### src/rtl/fetch_unit_pkg.sv
// ============================================================================
//  Module   : fetch_unit_pkg
//  Purpose  : Shared types for the fetch unit (FSM states, PC source select).
//  Revision : 1.0  initial release
// ============================================================================
`default_nettype none

package fetch_unit_pkg;

   typedef enum logic [1:0] {
      IDLE   = 2'd0,
      RUN    = 2'd1,
      HALTED = 2'd2
   } fetch_state_t;

   typedef enum logic [2:0] {
      SEL_HOLD  = 3'd0,
      SEL_INC   = 3'd1,
      SEL_BR    = 3'd2,
      SEL_JMP   = 3'd3,
      SEL_RET   = 3'd4,
      SEL_START = 3'd5
   } pc_sel_t;

endpackage : fetch_unit_pkg

`default_nettype wire

### src/rtl/fetch_unit_if.sv
// ============================================================================
//  Module   : fetch_unit_if
//  Purpose  : Control/status bundle between Ctrl (master) and the fetch unit.
//  Revision : 1.0  initial release
// ============================================================================
`default_nettype none

interface fetch_unit_if #(
   parameter int PC_W  = 10,
   parameter int OFF_W = 8,
   parameter int RAS_D = 4,
   parameter int CNT_W = 16
);
   localparam int c_RAS_CW = $clog2(RAS_D + 1);

   logic                start;
   logic                halt_req;
   logic                stall;
   logic                branch_en;
   logic                bSIGN;
   logic [OFF_W-1:0]    bOFFSET;
   logic                jump_en;
   logic [PC_W-1:0]     jump_addr;
   logic                call_en;
   logic                ret_en;
   logic [PC_W-1:0]     PC;
   logic                running;
   logic                halt;
   logic                ras_err;
   logic [c_RAS_CW-1:0] ras_cnt;
   logic [CNT_W-1:0]    cycle_ct;

   modport master (
      output start, halt_req, stall, branch_en, bSIGN, bOFFSET,
             jump_en, jump_addr, call_en, ret_en,
      input  PC, running, halt, ras_err, ras_cnt, cycle_ct
   );

   modport slave (
      input  start, halt_req, stall, branch_en, bSIGN, bOFFSET,
             jump_en, jump_addr, call_en, ret_en,
      output PC, running, halt, ras_err, ras_cnt, cycle_ct
   );

endinterface : fetch_unit_if

`default_nettype wire

### src/rtl/fetch_unit_ras_stack.sv
// ============================================================================
//  Module   : fetch_unit_ras_stack
//  Purpose  : Return-address stack; push when full / pop when empty are ignored.
//  Revision : 1.0  initial release
// ============================================================================
`default_nettype none

module fetch_unit_ras_stack #(
   parameter int W = 10,
   parameter int D = 4
) (
   input  wire logic                    clk,
   input  wire logic                    rst_n,
   input  wire logic                    i_clear,
   input  wire logic                    i_push,
   input  wire logic                    i_pop,
   input  wire logic [W-1:0]            i_din,
   output logic      [W-1:0]            o_top,
   output logic      [$clog2(D+1)-1:0]  o_cnt,
   output logic                         o_full,
   output logic                         o_empty
);
   localparam int c_CW = $clog2(D + 1);
   localparam int c_AW = (D > 1) ? $clog2(D) : 1;

   logic [W-1:0]    r_mem [D];
   logic [c_CW-1:0] r_cnt;
   logic [c_AW-1:0] w_wr_idx;
   logic [c_AW-1:0] w_top_idx;
   logic            w_do_push;
   logic            w_do_pop;

   assign o_full    = (r_cnt == c_CW'(D));
   assign o_empty   = (r_cnt == '0);
   assign w_do_push = i_push && !o_full;
   assign w_do_pop  = i_pop && !o_empty;
   assign w_wr_idx  = c_AW'(r_cnt);
   assign w_top_idx = c_AW'(r_cnt - c_CW'(1));
   assign o_top     = o_empty ? '0 : r_mem[w_top_idx];
   assign o_cnt     = r_cnt;

   always_ff @(posedge clk or negedge rst_n) begin
      if (!rst_n) begin
         r_cnt <= '0;
      end else if (i_clear) begin
         r_cnt <= '0;
      end else if (w_do_push && !w_do_pop) begin
         r_cnt <= r_cnt + c_CW'(1);
      end else if (w_do_pop && !w_do_push) begin
         r_cnt <= r_cnt - c_CW'(1);
      end
   end

   // Storage is never reset; occupancy alone decides which entries are valid.
   always_ff @(posedge clk) begin
      if (!i_clear) begin
         if (w_do_push && !w_do_pop) begin
            r_mem[w_wr_idx] <= i_din;
         end else if (w_do_push && w_do_pop) begin
            r_mem[w_top_idx] <= i_din;
         end
      end
   end

endmodule : fetch_unit_ras_stack

`default_nettype wire

### src/rtl/fetch_unit.sv
// ============================================================================
//  Module   : fetch_unit
//  Purpose  : PC / fetch controller with run-halt FSM, branch, jump, call/return.
//  Revision : 1.0  initial release
// ============================================================================
`default_nettype none

module fetch_unit
   import fetch_unit_pkg::*;
#(
   parameter int          PC_W       = 10,
   parameter int          OFF_W      = 8,
   parameter int          RAS_D      = 4,
   parameter int          CNT_W      = 16,
   parameter int unsigned START_ADDR = 0
) (
   input  wire logic   CLK,
   input  wire logic   reset_n,
   fetch_unit_if.slave bus
);
   localparam int              c_RAS_CW = $clog2(RAS_D + 1);
   localparam logic [PC_W-1:0] c_START  = PC_W'(START_ADDR);

   fetch_state_t        r_state;
   pc_sel_t             w_sel;
   logic [PC_W-1:0]     r_pc;
   logic [PC_W-1:0]     w_pc_nxt;
   logic [PC_W-1:0]     w_pc_inc;
   logic [PC_W-1:0]     w_off_ext;
   logic [PC_W-1:0]     w_pc_br;
   logic [PC_W-1:0]     w_ras_top;
   logic [c_RAS_CW-1:0] w_ras_cnt;
   logic                w_ras_full;
   logic                w_ras_empty;
   logic                w_push;
   logic                w_pop;
   logic                w_err_set;
   logic                r_err;
   logic [CNT_W-1:0]    r_cycle;

   assign w_pc_inc  = r_pc + PC_W'(1);
   assign w_off_ext = PC_W'(bus.bOFFSET);
   assign w_pc_br   = bus.bSIGN ? (r_pc - w_off_ext) : (r_pc + w_off_ext);

   // One action per RUN cycle; start overrides everything in any state.
   always_comb begin
      w_sel     = SEL_HOLD;
      w_push    = 1'b0;
      w_pop     = 1'b0;
      w_err_set = 1'b0;
      if (bus.start) begin
         w_sel = SEL_START;
      end else if (r_state == RUN) begin
         if (bus.halt_req || bus.stall) begin
            w_sel = SEL_HOLD;
         end else if (bus.call_en && bus.ret_en) begin
            w_err_set = 1'b1;
            w_sel     = SEL_INC;
         end else if (bus.ret_en) begin
            if (!w_ras_empty) begin
               w_sel = SEL_RET;
               w_pop = 1'b1;
            end else begin
               w_err_set = 1'b1;
               w_sel     = SEL_INC;
            end
         end else if (bus.call_en) begin
            w_sel = SEL_JMP;
            if (!w_ras_full) begin
               w_push = 1'b1;
            end else begin
               w_err_set = 1'b1;
            end
         end else if (bus.jump_en) begin
            w_sel = SEL_JMP;
         end else if (bus.branch_en) begin
            w_sel = SEL_BR;
         end else begin
            w_sel = SEL_INC;
         end
      end
   end

   always_comb begin
      w_pc_nxt = r_pc;
      case (w_sel)
         SEL_INC:   w_pc_nxt = w_pc_inc;
         SEL_BR:    w_pc_nxt = w_pc_br;
         SEL_JMP:   w_pc_nxt = bus.jump_addr;
         SEL_RET:   w_pc_nxt = w_ras_top;
         SEL_START: w_pc_nxt = c_START;
         default:   w_pc_nxt = r_pc;
      endcase
   end

   always_ff @(posedge CLK or negedge reset_n) begin
      if (!reset_n) begin
         r_state <= IDLE;
      end else begin
         case (r_state)
            IDLE:    if (bus.start) r_state <= RUN;
            RUN:     if (!bus.start && bus.halt_req) r_state <= HALTED;
            HALTED:  if (bus.start) r_state <= RUN;
            default: r_state <= IDLE;
         endcase
      end
   end

   always_ff @(posedge CLK or negedge reset_n) begin
      if (!reset_n) begin
         r_pc    <= c_START;
         r_err   <= 1'b0;
         r_cycle <= '0;
      end else begin
         r_pc <= w_pc_nxt;
         if (bus.start) begin
            r_err   <= 1'b0;
            r_cycle <= '0;
         end else begin
            if (w_err_set) begin
               r_err <= 1'b1;
            end
            if ((r_state == RUN) && (r_cycle != {CNT_W{1'b1}})) begin
               r_cycle <= r_cycle + CNT_W'(1);
            end
         end
      end
   end

   fetch_unit_ras_stack #(
      .W (PC_W),
      .D (RAS_D)
   ) u_ras (
      .clk     (CLK),
      .rst_n   (reset_n),
      .i_clear (bus.start),
      .i_push  (w_push),
      .i_pop   (w_pop),
      .i_din   (w_pc_inc),
      .o_top   (w_ras_top),
      .o_cnt   (w_ras_cnt),
      .o_full  (w_ras_full),
      .o_empty (w_ras_empty)
   );

   assign bus.PC       = r_pc;
   assign bus.running  = (r_state == RUN);
   assign bus.halt     = (r_state == HALTED);
   assign bus.ras_err  = r_err;
   assign bus.ras_cnt  = w_ras_cnt;
   assign bus.cycle_ct = r_cycle;

endmodule : fetch_unit

`default_nettype wire

### src/flat_wrapper.sv
// flat-port wrapper written by rule: the top's interface ports become plain ports
module fetch_unit_flat import fetch_unit_pkg::*;
#(
   parameter int          PC_W       = 10,
   parameter int          OFF_W      = 8,
   parameter int          RAS_D      = 4,
   parameter int          CNT_W      = 16,
   parameter int unsigned START_ADDR = 0
)
  (CLK, reset_n, bus_start, bus_halt_req, bus_stall, bus_branch_en, bus_bSIGN, bus_bOFFSET, bus_jump_en, bus_jump_addr, bus_call_en, bus_ret_en, bus_PC, bus_running, bus_halt, bus_ras_err, bus_ras_cnt, bus_cycle_ct);
  fetch_unit_if #(.PC_W(PC_W), .OFF_W(OFF_W), .RAS_D(RAS_D), .CNT_W(CNT_W)) bus_i ();
  input  wire logic CLK;
  input  wire logic reset_n;
  input wire logic [$bits(bus_i.start)-1:0] bus_start;
  input wire logic [$bits(bus_i.halt_req)-1:0] bus_halt_req;
  input wire logic [$bits(bus_i.stall)-1:0] bus_stall;
  input wire logic [$bits(bus_i.branch_en)-1:0] bus_branch_en;
  input wire logic [$bits(bus_i.bSIGN)-1:0] bus_bSIGN;
  input wire logic [$bits(bus_i.bOFFSET)-1:0] bus_bOFFSET;
  input wire logic [$bits(bus_i.jump_en)-1:0] bus_jump_en;
  input wire logic [$bits(bus_i.jump_addr)-1:0] bus_jump_addr;
  input wire logic [$bits(bus_i.call_en)-1:0] bus_call_en;
  input wire logic [$bits(bus_i.ret_en)-1:0] bus_ret_en;
  output wire logic [$bits(bus_i.PC)-1:0] bus_PC;
  output wire logic [$bits(bus_i.running)-1:0] bus_running;
  output wire logic [$bits(bus_i.halt)-1:0] bus_halt;
  output wire logic [$bits(bus_i.ras_err)-1:0] bus_ras_err;
  output wire logic [$bits(bus_i.ras_cnt)-1:0] bus_ras_cnt;
  output wire logic [$bits(bus_i.cycle_ct)-1:0] bus_cycle_ct;
  assign bus_i.start = bus_start;
  assign bus_i.halt_req = bus_halt_req;
  assign bus_i.stall = bus_stall;
  assign bus_i.branch_en = bus_branch_en;
  assign bus_i.bSIGN = bus_bSIGN;
  assign bus_i.bOFFSET = bus_bOFFSET;
  assign bus_i.jump_en = bus_jump_en;
  assign bus_i.jump_addr = bus_jump_addr;
  assign bus_i.call_en = bus_call_en;
  assign bus_i.ret_en = bus_ret_en;
  assign bus_PC = bus_i.PC;
  assign bus_running = bus_i.running;
  assign bus_halt = bus_i.halt;
  assign bus_ras_err = bus_i.ras_err;
  assign bus_ras_cnt = bus_i.ras_cnt;
  assign bus_cycle_ct = bus_i.cycle_ct;
  fetch_unit #(.PC_W(PC_W), .OFF_W(OFF_W), .RAS_D(RAS_D), .CNT_W(CNT_W), .START_ADDR(START_ADDR)) u_core (.CLK(CLK), .reset_n(reset_n), .bus(bus_i));
endmodule
### config.mk
export PLATFORM = sky130hd
export DESIGN_NAME = fetch_unit_flat
export DESIGN_NICKNAME = d
export VERILOG_FILES = /design/src/rtl/fetch_unit_pkg.sv /design/src/rtl/fetch_unit_if.sv /design/src/rtl/fetch_unit_ras_stack.sv /design/src/rtl/fetch_unit.sv /design/src/flat_wrapper.sv
export SDC_FILE = /design/constraint.sdc
export NUM_CORES = 1
export LEC_CHECK = 0
export CAP_MARGIN = 25
export CORE_ASPECT_RATIO = 1.2
export CORE_UTILIZATION = 50
export CTS_CLUSTER_SIZE = 14
export DETAILED_ROUTE_END_ITERATION = 8
export GPL_TIMING_DRIVEN = 0
export PLACE_DENSITY_LB_ADDON = 0.1
export SLEW_MARGIN = 15
export SYNTH_ARGS = -nofsm -noshare
export SYNTH_HDL_FRONTEND = slang
export SYNTH_SLANG_ARGS = --single-unit
### constraint.sdc
create_clock -name CLK -period 3.4 [get_ports CLK]
set_input_delay 0.68 -clock CLK [delete_from_list [all_inputs] [get_ports CLK]]
set_output_delay 0.68 -clock CLK [all_outputs]
set_load 0.02 [all_outputs]
==> results of run 1 <==
-- worst max-delay path, cell delays in order (launching register included) --
cell     delay [ns]
dfrtp_1        0.38
buf_2          0.26
buf_2          0.35
inv_1          0.17
ha_1           0.67
mux4_2         0.41
nand2_1        0.08
nand2_1        0.05
a221o_1        0.30
a211o_1        0.30
-- sequential cells by signal, indices dropped and copies added (netlist names) --
register / flops
u_core.u_ras.r_mem: 40
u_core.u_ras.o_cnt: 3
u_core.bus.ras_err: 1
u_core.bus.cycle_ct: 16
u_core.bus.PC: 10
u_core.r_state: 2
-- area by class of cell --
type	count	area, um2	area share
multi-input combinational	257	1920	0.389
tap	92	115	0.0233
buffer	13	61.3	0.0124
inverter	16	60.1	0.0121
clock buffer	9	124	0.0251
timing repair buffer	61	596	0.120
clock inverter	7	62.6	0.0127
sequential	72	2000	0.405
-- metal layers --
metal,track usage,vias up,routed length (um)
met3,0.0535,16,467
met4,0.0836,0,159
met5,0,-,0
li1,-,1480,-
met1,0.305,1489,3910
met2,0.410,82,4630
-- power breakdown --
group | switching [W] | total [W] | internal, W
clock | 0.000360 | 0.000639 | 0.000280
sequential | 0.0000464 | 0.00102 | 0.000973
combinational | 0.000265 | 0.000488 | 0.000223
-- cells in the final DEF (no fill, tap or decap), types with 3 or more instances in the layout --
master and count:
nor3_1 7, dfrtp_1 32, and3_1 4, o21ai_0 9
clkdlybuf4s50_1 56, clkbuf_1 6, xnor2_1 13, buf_2 5
nor2b_1 7, a221o_1 4, nand2_1 16, or3_1 5
nand2b_1 4, nor2_1 41, o21ai_1 3, nand3_1 13
clkbuf_8 9, edfxtp_1 40, inv_1 15, nor3_2 4
and4_1 3, buf_4 6, o22ai_1 4, xor2_1 21
nor3b_1 3, a21oi_1 20, a22oi_1 3, ha_1 15
nand4_1 4, or2_2 3, clkinvlp_4 3, mux4_2 10
a22o_1 3
-- worst paths after layout --
kind	endpoint	slack, ns	cells past startpoint
worst max register to register	u_core.bus.PC[8]	0.32	9
worst min register to register	u_core.r_state[0]	0.53	1
min in group CLK	u_core.r_state[0]	0.53	1
max in group asynchronous	u_core.bus.cycle_ct[5]	2.54	1
worst min-delay path	u_core.bus.PC[1]	0.38	1
worst max-delay path	u_core.bus.PC[8]	0.32	9
-- through the flow --
stage | cell area, um2 | hold slack (ns)
after floorplan | 4030 | 0.384
after global placement | 4720 | 0.508
after detailed placement | 4760 | 0.517
after CTS | 4950 | 0.407
after global routing | 4940 | 0.450
final | 4940 | 0.379
-- logic make-up after synthesis --
kind of cell,share of synthesized area
simple gates,0.156
compound gates,0.130
flops,0.497
xor+xnor,0.0739
buf+inv,0.0310
fa+ha+maj,0.0515
mux,0.0612
==> metrics.txt, run 1 <==
clk_lat worst skew=0.35 ns; crit share post-route=0.907; VDD IR max=0.207 mV; asr flop ratio synth=0.444; Max Freq=0.324 GHz; clock tree buffer depth=2; post-synth top area cell=edfxtp_1; post-CTS sizing=0; detailed placement HPWL=6980 um; placed cell count=512; largest net degree at the start of global routing=33; Max Transition Viols Final=0; depth of the CTS H-tree=3; Routed Antenna Nets=0; synth warn=0; number of synthesized flops with an enable pin=40; CP max FO=12; Worst Tran Pin Value=0.738 ns; CP Capture Type=flip-flop; Via density=5.82; HP Class=input port to async pin; setup bufs post-CTS=0; crit path kind=flip-flop to flip-flop; most frequent cells after synthesis=nor2_1 (41), edfxtp_1 (40), dfrtp_1 (32); Die Span X=84.0 um; failing checks=design-rule violations; first-pass GRT wire length=15,500 um; Fillers=616; Starting DRT DRC Count=162; CTS clk-pin slew, worst paths=0.08 ns; sequential share of the synthesized area=0.497; outcome=complete, but fails checks; PortBufs=57; final setup fails=0; CP required=3.64 ns; static leakage=1.87 nW; Worst Slack Setup Final=0.315 ns; Post-Route WL=9160 um; CTS tree=built; total number of vias=3,067; Critical path origin=u_core.u_ras.o_cnt[0]; final core utilization=0.638; TritonCTS buffer count=9; Syn Inst Count=359; min cycle time layout=3.08 ns; Tot Pwr=0.00215 W; Syn Area/Cell=11.2 um2; Post-synth top flop=edfxtp_1; Total GRT Usage=0.241; Inserted Diodes=0; Netlist cell types=62; core area=7750 um2; die span in y=100 um; max-cap violations=0; Root Buffer=clkbuf_8; final-stage net count=474; drt drc=6; routability congestion estimate=0.803; R2R Path Start=u_core.u_ras.o_cnt[0]; non-filler instance count after layout=527; top post-synthesis cells by area=edfxtp_1 (30%), dfrtp_1 (20%), mux4_2 (5.6%); Synth top area share=0.298; area of the mapped netlist=4030 um2; die area=8420 um2; Setup crit start kind=flip-flop; Clock Skews=0.0102 ns; Hold Vio Cnt, Final=0; share of post-route cells with drive strength above 1=0.120; Layout area overhead=22.7%; clk sinks=72; 1st-pass router iterations=6; P per Cell Area=434 nW/um2; IO Count=60; Mapped Nets=403; hold_buf cts=0; Worst slew margin=0.508; Fin Setup TNS=0 ns; vias in the first global route=3,055; pre-CTS WS=-0.0119 ns; initial antenna violation count=0; Wirelength per Cell=17.4 um; unrepaired setup endpoints after global routing=no; #FFs+latches synth=72; global route total overflow=0; count leader, synth=nor2_1; Starting Density=0.520; Row Count=35; critical path data arrival time=3.32 ns
No activity file was read; power rests on OpenSTA's default activity.
==> inputs of run 2 (changes only) <==
--- a/config.mk
+++ b/config.mk
@@ -12,6 +12,7 @@
 export DETAILED_ROUTE_END_ITERATION = 8
 export GPL_TIMING_DRIVEN = 0
 export PLACE_DENSITY_LB_ADDON = 0.1
+export SKIP_CTS_REPAIR_TIMING = 1
 export SLEW_MARGIN = 15
 export SYNTH_ARGS = -nofsm -noshare
 export SYNTH_HDL_FRONTEND = slang
==> results of run 2 <==
Same layout as run 1: the final DEF is identical, and so are final timing and power.
